File: config.mk
export PLATFORM = sky130hd
export DESIGN_NAME = arb_egress_buffer
export DESIGN_NICKNAME = d
export VERILOG_FILES = /design/src/rtl/arb_egress_buffer.sv
export SDC_FILE = /design/constraint.sdc
export NUM_CORES = 1
export LEC_CHECK = 0
export CORE_MARGIN = 2
export CORE_UTILIZATION = 35
export DETAILED_ROUTE_END_ITERATION = 10
export SYNTH_ARGS = -nofsm -noshare
export SYNTH_HDL_FRONTEND = slang
export SYNTH_SLANG_ARGS = --single-unit
File: constraint.sdc
create_clock -name clk -period 4.9 [get_ports clk]
set_input_delay 0.735 -clock clk [delete_from_list [all_inputs] [get_ports clk]]
set_output_delay 0.735 -clock clk [all_outputs]
set_load 0.02 [all_outputs]
File: src/rtl/arb_egress_buffer.sv
// arb_egress_buffer: captures one-hot grants into an FWFT egress FIFO with per-source grant counters and sticky error flags
module arb_egress_buffer #(
  parameter int NUM_REQS  = 4,
  parameter int WIDTH     = 8,
  parameter int DEPTH     = 8,
  parameter int AF_MARGIN = 2,
  parameter int CWID      = 16,
  parameter int SIDW      = NUM_REQS > 1 ? $clog2(NUM_REQS) : 1
) (
  input  logic                         clk,
  input  logic                         rst,
  input  logic [NUM_REQS-1:0]          gnt,
  input  logic [WIDTH-1:0]             data_in,
  input  logic                         out_ready,
  output logic                         out_valid,
  output logic [WIDTH-1:0]             out_data,
  output logic [SIDW-1:0]              out_src,
  output logic [$clog2(DEPTH+1)-1:0]   count,
  output logic                         full,
  output logic                         almost_full,
  output logic [NUM_REQS*CWID-1:0]     grant_cnts,
  output logic                         err_multi_gnt,
  output logic                         err_overflow
);
  localparam int AW = $clog2(DEPTH);
  localparam int CW = $clog2(DEPTH+1);
  localparam logic [CW-1:0] FULL_C = CW'(DEPTH);
  localparam logic [CW-1:0] AF_C   = CW'(DEPTH - AF_MARGIN);
  logic [SIDW+WIDTH-1:0] mem [DEPTH];
  logic [AW-1:0]         wptr, rptr;
  logic [CWID-1:0]       cnt [NUM_REQS];
  logic [SIDW-1:0]       src;
  logic                  any, one_hot, push, pop;
  always_comb begin
    src = '0;
    for (int i = 0; i < NUM_REQS; i++) src = gnt[i] ? SIDW'(i) : src;
  end
  assign any         = |gnt;
  assign one_hot     = any && ((gnt & (gnt - 1'b1)) == '0);
  assign pop         = out_valid && out_ready;
  assign push        = one_hot && (!full || pop);
  assign out_valid   = count != '0;
  assign full        = count == FULL_C;
  assign almost_full = count >= AF_C;
  assign {out_src, out_data} = mem[rptr];
  always_ff @(posedge clk) begin
    if (rst) begin
      wptr          <= '0;
      rptr          <= '0;
      count         <= '0;
      err_multi_gnt <= 1'b0;
      err_overflow  <= 1'b0;
      for (int i = 0; i < NUM_REQS; i++) cnt[i] <= '0;
    end else begin
      if (push) begin
        mem[wptr] <= {src, data_in};
        wptr      <= wptr + 1'b1;
      end
      if (pop) rptr <= rptr + 1'b1;
      count         <= (push && !pop) ? count + 1'b1 : (pop && !push) ? count - 1'b1 : count;
      err_multi_gnt <= err_multi_gnt || (any && !one_hot);
      err_overflow  <= err_overflow || (one_hot && full && !pop);
      for (int i = 0; i < NUM_REQS; i++)
        cnt[i] <= (push && src == SIDW'(i) && !(&cnt[i])) ? cnt[i] + 1'b1 : cnt[i];
    end
  end
  genvar g;
  generate
    for (g = 0; g < NUM_REQS; g++) begin : g_cnt
      assign grant_cnts[g*CWID +: CWID] = cnt[g];
    end
  endgenerate
endmodule

==> flow_metrics.env <==
export IMPL_final_antenna_net_count=0
export IMPL_hold_viol_final=0
export IMPL_finalCritPeriodShare=0.755
export IMPL_worst_pin_slew_ps=1000
export IMPL_die_area_mm2=0.0214
export IMPL_synth_edf_count=80
export IMPL_grt_use_met3=0.0372
export IMPL_die_h_um=146
export IMPL_routed_wl_um=16200
export IMPL_synth_top_area_share=0.340
export IMPL_worstSetupPathType="in2reg"
export IMPL_wl_per_cell_um=16.9
export IMPL_yosysSeqAreaShare=0.564
export IMPL_fillers=1838
export IMPL_combinationalPowerShare=0.191
export IMPL_critPathLaunchType="primary input"
export IMPL_syn_num_nets=606
export IMPL_final_cells=961
export IMPL_grt_max_degree=48
export IMPL_synth_cells=581
export IMPL_syn_area_per_cell_um2=12.2
export IMPL_maxCapViolations=0
export IMPL_antenna_found_initial=0
export IMPL_h_tree_depth=4
export IMPL_path_clk_slew_ps=60
export IMPL_fmax_mhz=270
export IMPL_initial_core_util=0.360
export IMPL_grtUsageMet2=0.263
export IMPL_vdd_ir_drop_max_mv=0.254
export IMPL_holdCritPathClass="reg2reg"
export IMPL_syn_area_mm2=0.00707
export IMPL_pwr_share_seq=0.441
export IMPL_cp_max_fo=9
export IMPL_syn2layout_area_growth_pct=26.1
export IMPL_setup_tns_ps=0
export IMPL_cts_resized=0
export IMPL_first_pass_iters=4
export IMPL_ys_flop_type="edfxtp_1"
export IMPL_first_iter_violations=272
export IMPL_maxSlewHeadroom=0.330
export IMPL_die_width_um=146
export IMPL_synth_warnings=0
export IMPL_power_leakage_nw=2.79
export IMPL_fin_crit_ps=3700
export IMPL_power_density_mw_per_mm2=378
export IMPL_clkPwrFrac=0.369
export IMPL_final_core_util=0.454
export IMPL_worstSkewPairLatency_ps=420
export IMPL_ctsRootBufferMaster="clkbuf_16"
export IMPL_clock_skew_ps=9.53
export IMPL_remaining_drc_errors=0
export IMPL_dpl_cell_count=929
export IMPL_synth_seq_cells=159
export IMPL_status="finished clean"
export IMPL_grt_overflow_total=0
export IMPL_grt_busiest_layer="met2"
export IMPL_rows=51
export IMPL_grt_pass1_wl_um=26900
export IMPL_cts_tree="done"
export IMPL_ios=98
export IMPL_grtUsageMet1=0.201
export IMPL_cp_required_ps=5240
export IMPL_cts_buffer_depth=2
export IMPL_postCtsHoldBufs=0
export IMPL_core_region_area_mm2=0.0197
export IMPL_num_vias=4967
export IMPL_arrival_ps=4030
export IMPL_io_buffers=97
export IMPL_cts_sinks=159
export IMPL_yosys_area_top_type="edfxtp_1"
export IMPL_synthArstFlopShare=0
export IMPL_grt_pass1_vias=5100
export IMPL_p_sw_mw=0.919
export IMPL_synthDistinctLibCells=62
export IMPL_place_congestion=0.830
export IMPL_n_antenna_cell=0
export IMPL_synth_area_leaders="edfxtp_1, dfxtp_1, mux4_2, xnor2_1, nor2_1"
export IMPL_setup_viol=0
export IMPL_cp_end_kind="register"
export IMPL_p_int_mw=2.45
export IMPL_switching_share=0.273
export IMPL_track_usage=0.157
export IMPL_drt_vias_per_instance=5.17
export IMPL_postCtsSetupRepairBufs=0
export IMPL_slew_viol_final=0
export IMPL_fin_nets=708
export IMPL_drive_above_1_share=0.136
export IMPL_hpwlAfterDp_um=11000
export IMPL_numCtsBuffers=17
export IMPL_rsz0062_at_grt="false"
## cell usage after synthesis (all sizes together), types with 2 or more instances
cell / count
nand2b: 2
nand4: 14
or4: 9
dfxtp: 79
a2111oi: 11
xnor2: 36
and2: 5
nor3: 7
nand2: 27
o211ai: 4
nor4: 10
a211o: 2
a311oi: 3
nor4b: 6
a211oi: 12
a21oi: 22
nor2b: 3
or3: 6
o2111ai: 7
o31ai: 4
o21ai: 11
inv: 13
mux4: 20
edfxtp: 80
nor2: 73
mux2i: 7
and3: 4
buf: 8
xor2: 15
mux2: 12
a21boi: 2
clkbuf: 17
nand3: 18
and4: 8
ha: 9
a21o: 3
## power groups by stage
| stage | Clock [mW] | Sequential, mW | Combinational, mW |
|---|---|---|---|
| 2_1_floorplan | 0 | 1.51 | 0.428 |
| 3_3_place_gp | 0 | 1.51 | 0.635 |
| 3_5_place_dp | 0 | 1.51 | 0.651 |
| 4_1_cts | 1.27 | 1.48 | 0.654 |
| 5_1_grt | 1.33 | 1.49 | 0.703 |
| 6_report | 1.24 | 1.48 | 0.642 |
## routing by layer
metal	wire length (um)	share of wire	vias to the layer above
met5	0	0	-
met3	712	0.044	11
met1	7390	0.45	2453
li1	-	-	2414
met4	162	0.010	0
met2	7990	0.49	89
## sequential cells by signal (all words and copies together) (netlist names), named ones only
register	flops
count	4
mem	80
rptr	3
cnt	64
err_multi_gnt	1
err_overflow	1
wptr	3
## path summary, 6_finish.rpt
check	depth (start not counted)	slack, ps	end	start
min reg2reg	2	470	err_multi_gnt	err_multi_gnt
max	12	1200	count[3]	gnt[3]
max reg2reg	11	1690	count[3]	count[1]
min	2	470	err_multi_gnt	err_multi_gnt
## layout by cell type, fill, tap and decap left out, drive strengths merged, types with 4 or more instances in the layout
master,netlist,routed
clkdlybuf4s50,0,96
edfxtp,80,80
dfxtp,79,79
nor2,73,73
xnor2,36,36
nand2,27,27
a21oi,22,22
mux4,20,20
clkbuf,17,19
inv,13,19
nand3,18,18
xor2,15,15
nand4,14,14
a211oi,12,12
mux2,12,12
buf,8,12
o21ai,11,11
a2111oi,11,11
nor4,10,10
ha,9,9
or4,9,9
and4,8,8
mux2i,7,7
nor3,7,7
o2111ai,7,7
or3,6,6
nor4b,6,6
and2,5,5
and3,4,4
o31ai,4,4
o211ai,4,4
clkinv,0,4
## layout make-up
| class | count | area (um^2) | share of cell area |
|---|---|---|---|
| clock buffer | 19 | 455 | 0.0511 |
| clock inverter | 13 | 101 | 0.0114 |
| inverter | 13 | 53.8 | 0.00604 |
| multi-input combinational | 384 | 2940 | 0.330 |
| sequential | 159 | 3980 | 0.447 |
| tap | 265 | 332 | 0.0372 |
| timing repair buffer | 108 | 1050 | 0.118 |
## kinds of logic (layout without fill, tap and decap cells)
logic type,after synthesis,in the layout,share of synthesized area
DFF,159,159,0.564
muxes,39,39,0.0927
adders and majority gates,10,10,0.0188
xor gates and xnor gates,51,51,0.0632
and+or+nand+nor,197,197,0.145
AOI/OAI and AO/OA,87,87,0.0922
buffers and inverters,38,153,0.0241
## critical path, stage by stage
cell and delay (ps):
clkdlybuf4s50_1 710, nor4b_2 150, a211oi_1 650, nor2_1 210
ha_1 290, inv_1 120, ha_1 240, a21o_2 210
a21oi_1 170, xnor2_1 90, or3_1 300, a21oi_1 140
## metrics by stage
step                      setup slack [ps]  hold slack (ps)  total power, mW  instance area (um^2)
final                                 1200              472             3.37                  8910
after global routing                   914              500             3.53                  8910
after CTS                             1200              479             3.41                  8910
after detailed placement               756              462             2.16                  8360
after global placement                 894              445             2.15                  8360
after floorplan                       1570              454             1.94                  7070
No activity file was read; power rests on OpenSTA's default activity.
==> RTL change (same settings) <==
Change the parameter `NUM_REQS` from 4 to 8.
--- a/src/rtl/arb_egress_buffer.sv
+++ b/src/rtl/arb_egress_buffer.sv
@@ -2,3 +2,3 @@
 module arb_egress_buffer #(
-  parameter int NUM_REQS  = 4,
+  parameter int NUM_REQS  = 8,
   parameter int WIDTH     = 8,
Interface: changed (resized gnt, grant_cnts and out_src); port bits go from 98 to 167. The function was not compared with the original's and may differ.
==> RTL change against the original RTL <==
Wire length increased by 56%. Synthesized area is 46% higher. Sequential cell count increased by 72. Power up 37%. Synthesized cell count up 68%. Worst hold slack worse by 0.00066 ns. Critical endpoint is now out_src[2]. Via count is 56% higher. Largest cell class unchanged. Clock skew is 0.00089 ns lower. Final area up 49%. Count of clock-buffer cells in the layout increased by 20. Sequential power up 40%. Worst setup slack better by 0.12 ns.
==> RTL change: results (changes against the original RTL) <==
Run status
  • Outcome: finished, final reports clean

Yosys
  • Synth top cells by count: 155 x nor2_1, 143 x dfxtp_1, 88 x edfxtp_1
  • Mux cell area share after synthesis: 0.0647 (-0.0280)
  • Synth Area in Compound Gates: 0.0298 (-0.0624)
  • Post-Synth XOR/XNOR Area: 0.0999 (+0.0368)
  • Yosys cell types: 54 (-13%)
  • Adder-cell share of the synthesized area: 0.0177 (-0.00110)
  • Area contributors post-synth: dfxtp_1 28%, edfxtp_1 26%, xnor2_1 6.8%
  • Avg Cell Area, Syn: 10.6 um2 (-13%)
  • Register area share after synthesis: 0.532 (-0.0312)
  • Share of the synthesized area in the top cell type: 0.277 (-0.0630)

Finish
  • Fillers: 2717 (+48%)
  • Share of layout cells above drive strength 1: 0.0936 (-0.0429)
  • Finished Cell Area: 0.0133 mm2 (+49%)
  • Max reg flops: 128 (+60%)

Pwr
  • Leakage power: 4.28 nW (+53%)
  • VDD IR-drop max: 0.000196 V (-23%)

Clocking
  • H-tree Lvls: 1 (-3)
  • Deepest clock path buffer count: 3 (+1)

Global routing
  • Overall Global Routing Usage: 0.162 (+0.00556)
  • Largest net degree at the start of global routing: 96 (+100%)
  • Global-route wire length before repair: 40400 um (+50%)
  • Vias in the first global route: 7469 (+46%)

Hold path
  • Hold_sp: err_overflow$_SDFF_PP0_
  • Hold path endpoint: err_overflow$_SDFF_PP0_

Routing
  • Drt initial violations: 458 (+68%)
  • WL final: 25400 um (+56%)
  • Via-to-Cell Ratio: 5.00 (-3.2%)
  • Wire per inst: 16.4 um (-3.2%)

Placed design
  • Routability-driven placement congestion ratio: 0.849 (+2.3%)
  • Dpl ws: 0.889 ns (+0.133 ns)
  • Detail Placement HPWL: 17500 um (+58%)
  • PortBufs: 166 (+71%)

Worst setup path
  • Top delay family on crit path: flip-flops
  • CP max stage delay: 1.06 ns (+0.35 ns)
  • Crit path max fanout: 22 (+13)
  • Internal reg-to-reg setup slack: 1.64 ns (-0.05 ns)
  • Crit Reg-Reg Startpoint: count[3]$_SDFFE_PP0P_
  • R2R cell count: 12 (+1)

STA
  • Fin Hold WS: 0.471 ns (-0.000661 ns)
  • Worst-Margin Slew: 1.11 ns (+0.108 ns)
-- RTL change: cell types whose count changed after synthesis, sizes merged, moves of 31 or more --
cell | before | now
nand3 | 18 | 62
nor2 | 73 | 156
xnor2 | 36 | 80
nand2 | 27 | 58
dfxtp | 79 | 143
nor3 | 7 | 53
-- RTL change: how the worst max path moves through the flow --
stage / slack (ns) / endpoint / start
floorplan: 1.43 / count[3]$_SDFFE_PP0P_ / count[3]$_SDFFE_PP0P_
global placement: 0.97 / count[3]$_SDFFE_PP0P_ / gnt[5]
detailed placement: 0.89 / count[3]$_SDFFE_PP0P_ / gnt[5]
CTS: 1.24 / out_src[2] / register
global route: 1.15 / count[3]$_SDFFE_PP0P_ / gnt[6]
finish: 1.32 / out_src[2] / register
-- RTL change: report_power, final --
group          switching (W)  total, W  internal (W)
Combinational       0.000317  0.000647      0.000330
Sequential         0.0000490   0.00207       0.00202
Clock               0.000760   0.00190       0.00114
Total                0.00113   0.00461       0.00349
-- RTL change: kinds of logic after synthesis --
group,count (synthesis)
AND/OR/NAND/NOR,465
adder cells (fa/ha/maj),14
buffers and inverters,59
multiplexers,38
AO/OA/AOI/OAI,50
flip-flops,231
XOR/XNOR,118
-- RTL change: final cells by class --
class	instances	area, um2	area share
timing repair buffer	182	1780	0.134
tap	384	480	0.0362
inverter	19	71.3	0.00537
sequential	231	5510	0.414
clock buffer	39	771	0.0580
clock inverter	9	72.6	0.00546
multi-input combinational	685	4600	0.347
-- RTL change: metal layers --
layer | wire length (um) | part of all wire | GRT usage
met1 | 11200 | 0.44 | 0.214
met2 | 11900 | 0.47 | 0.268
met3 | 1950 | 0.077 | 0.0474
met4 | 335 | 0.013 | 0.0279
met5 | 0 | 0 | 0
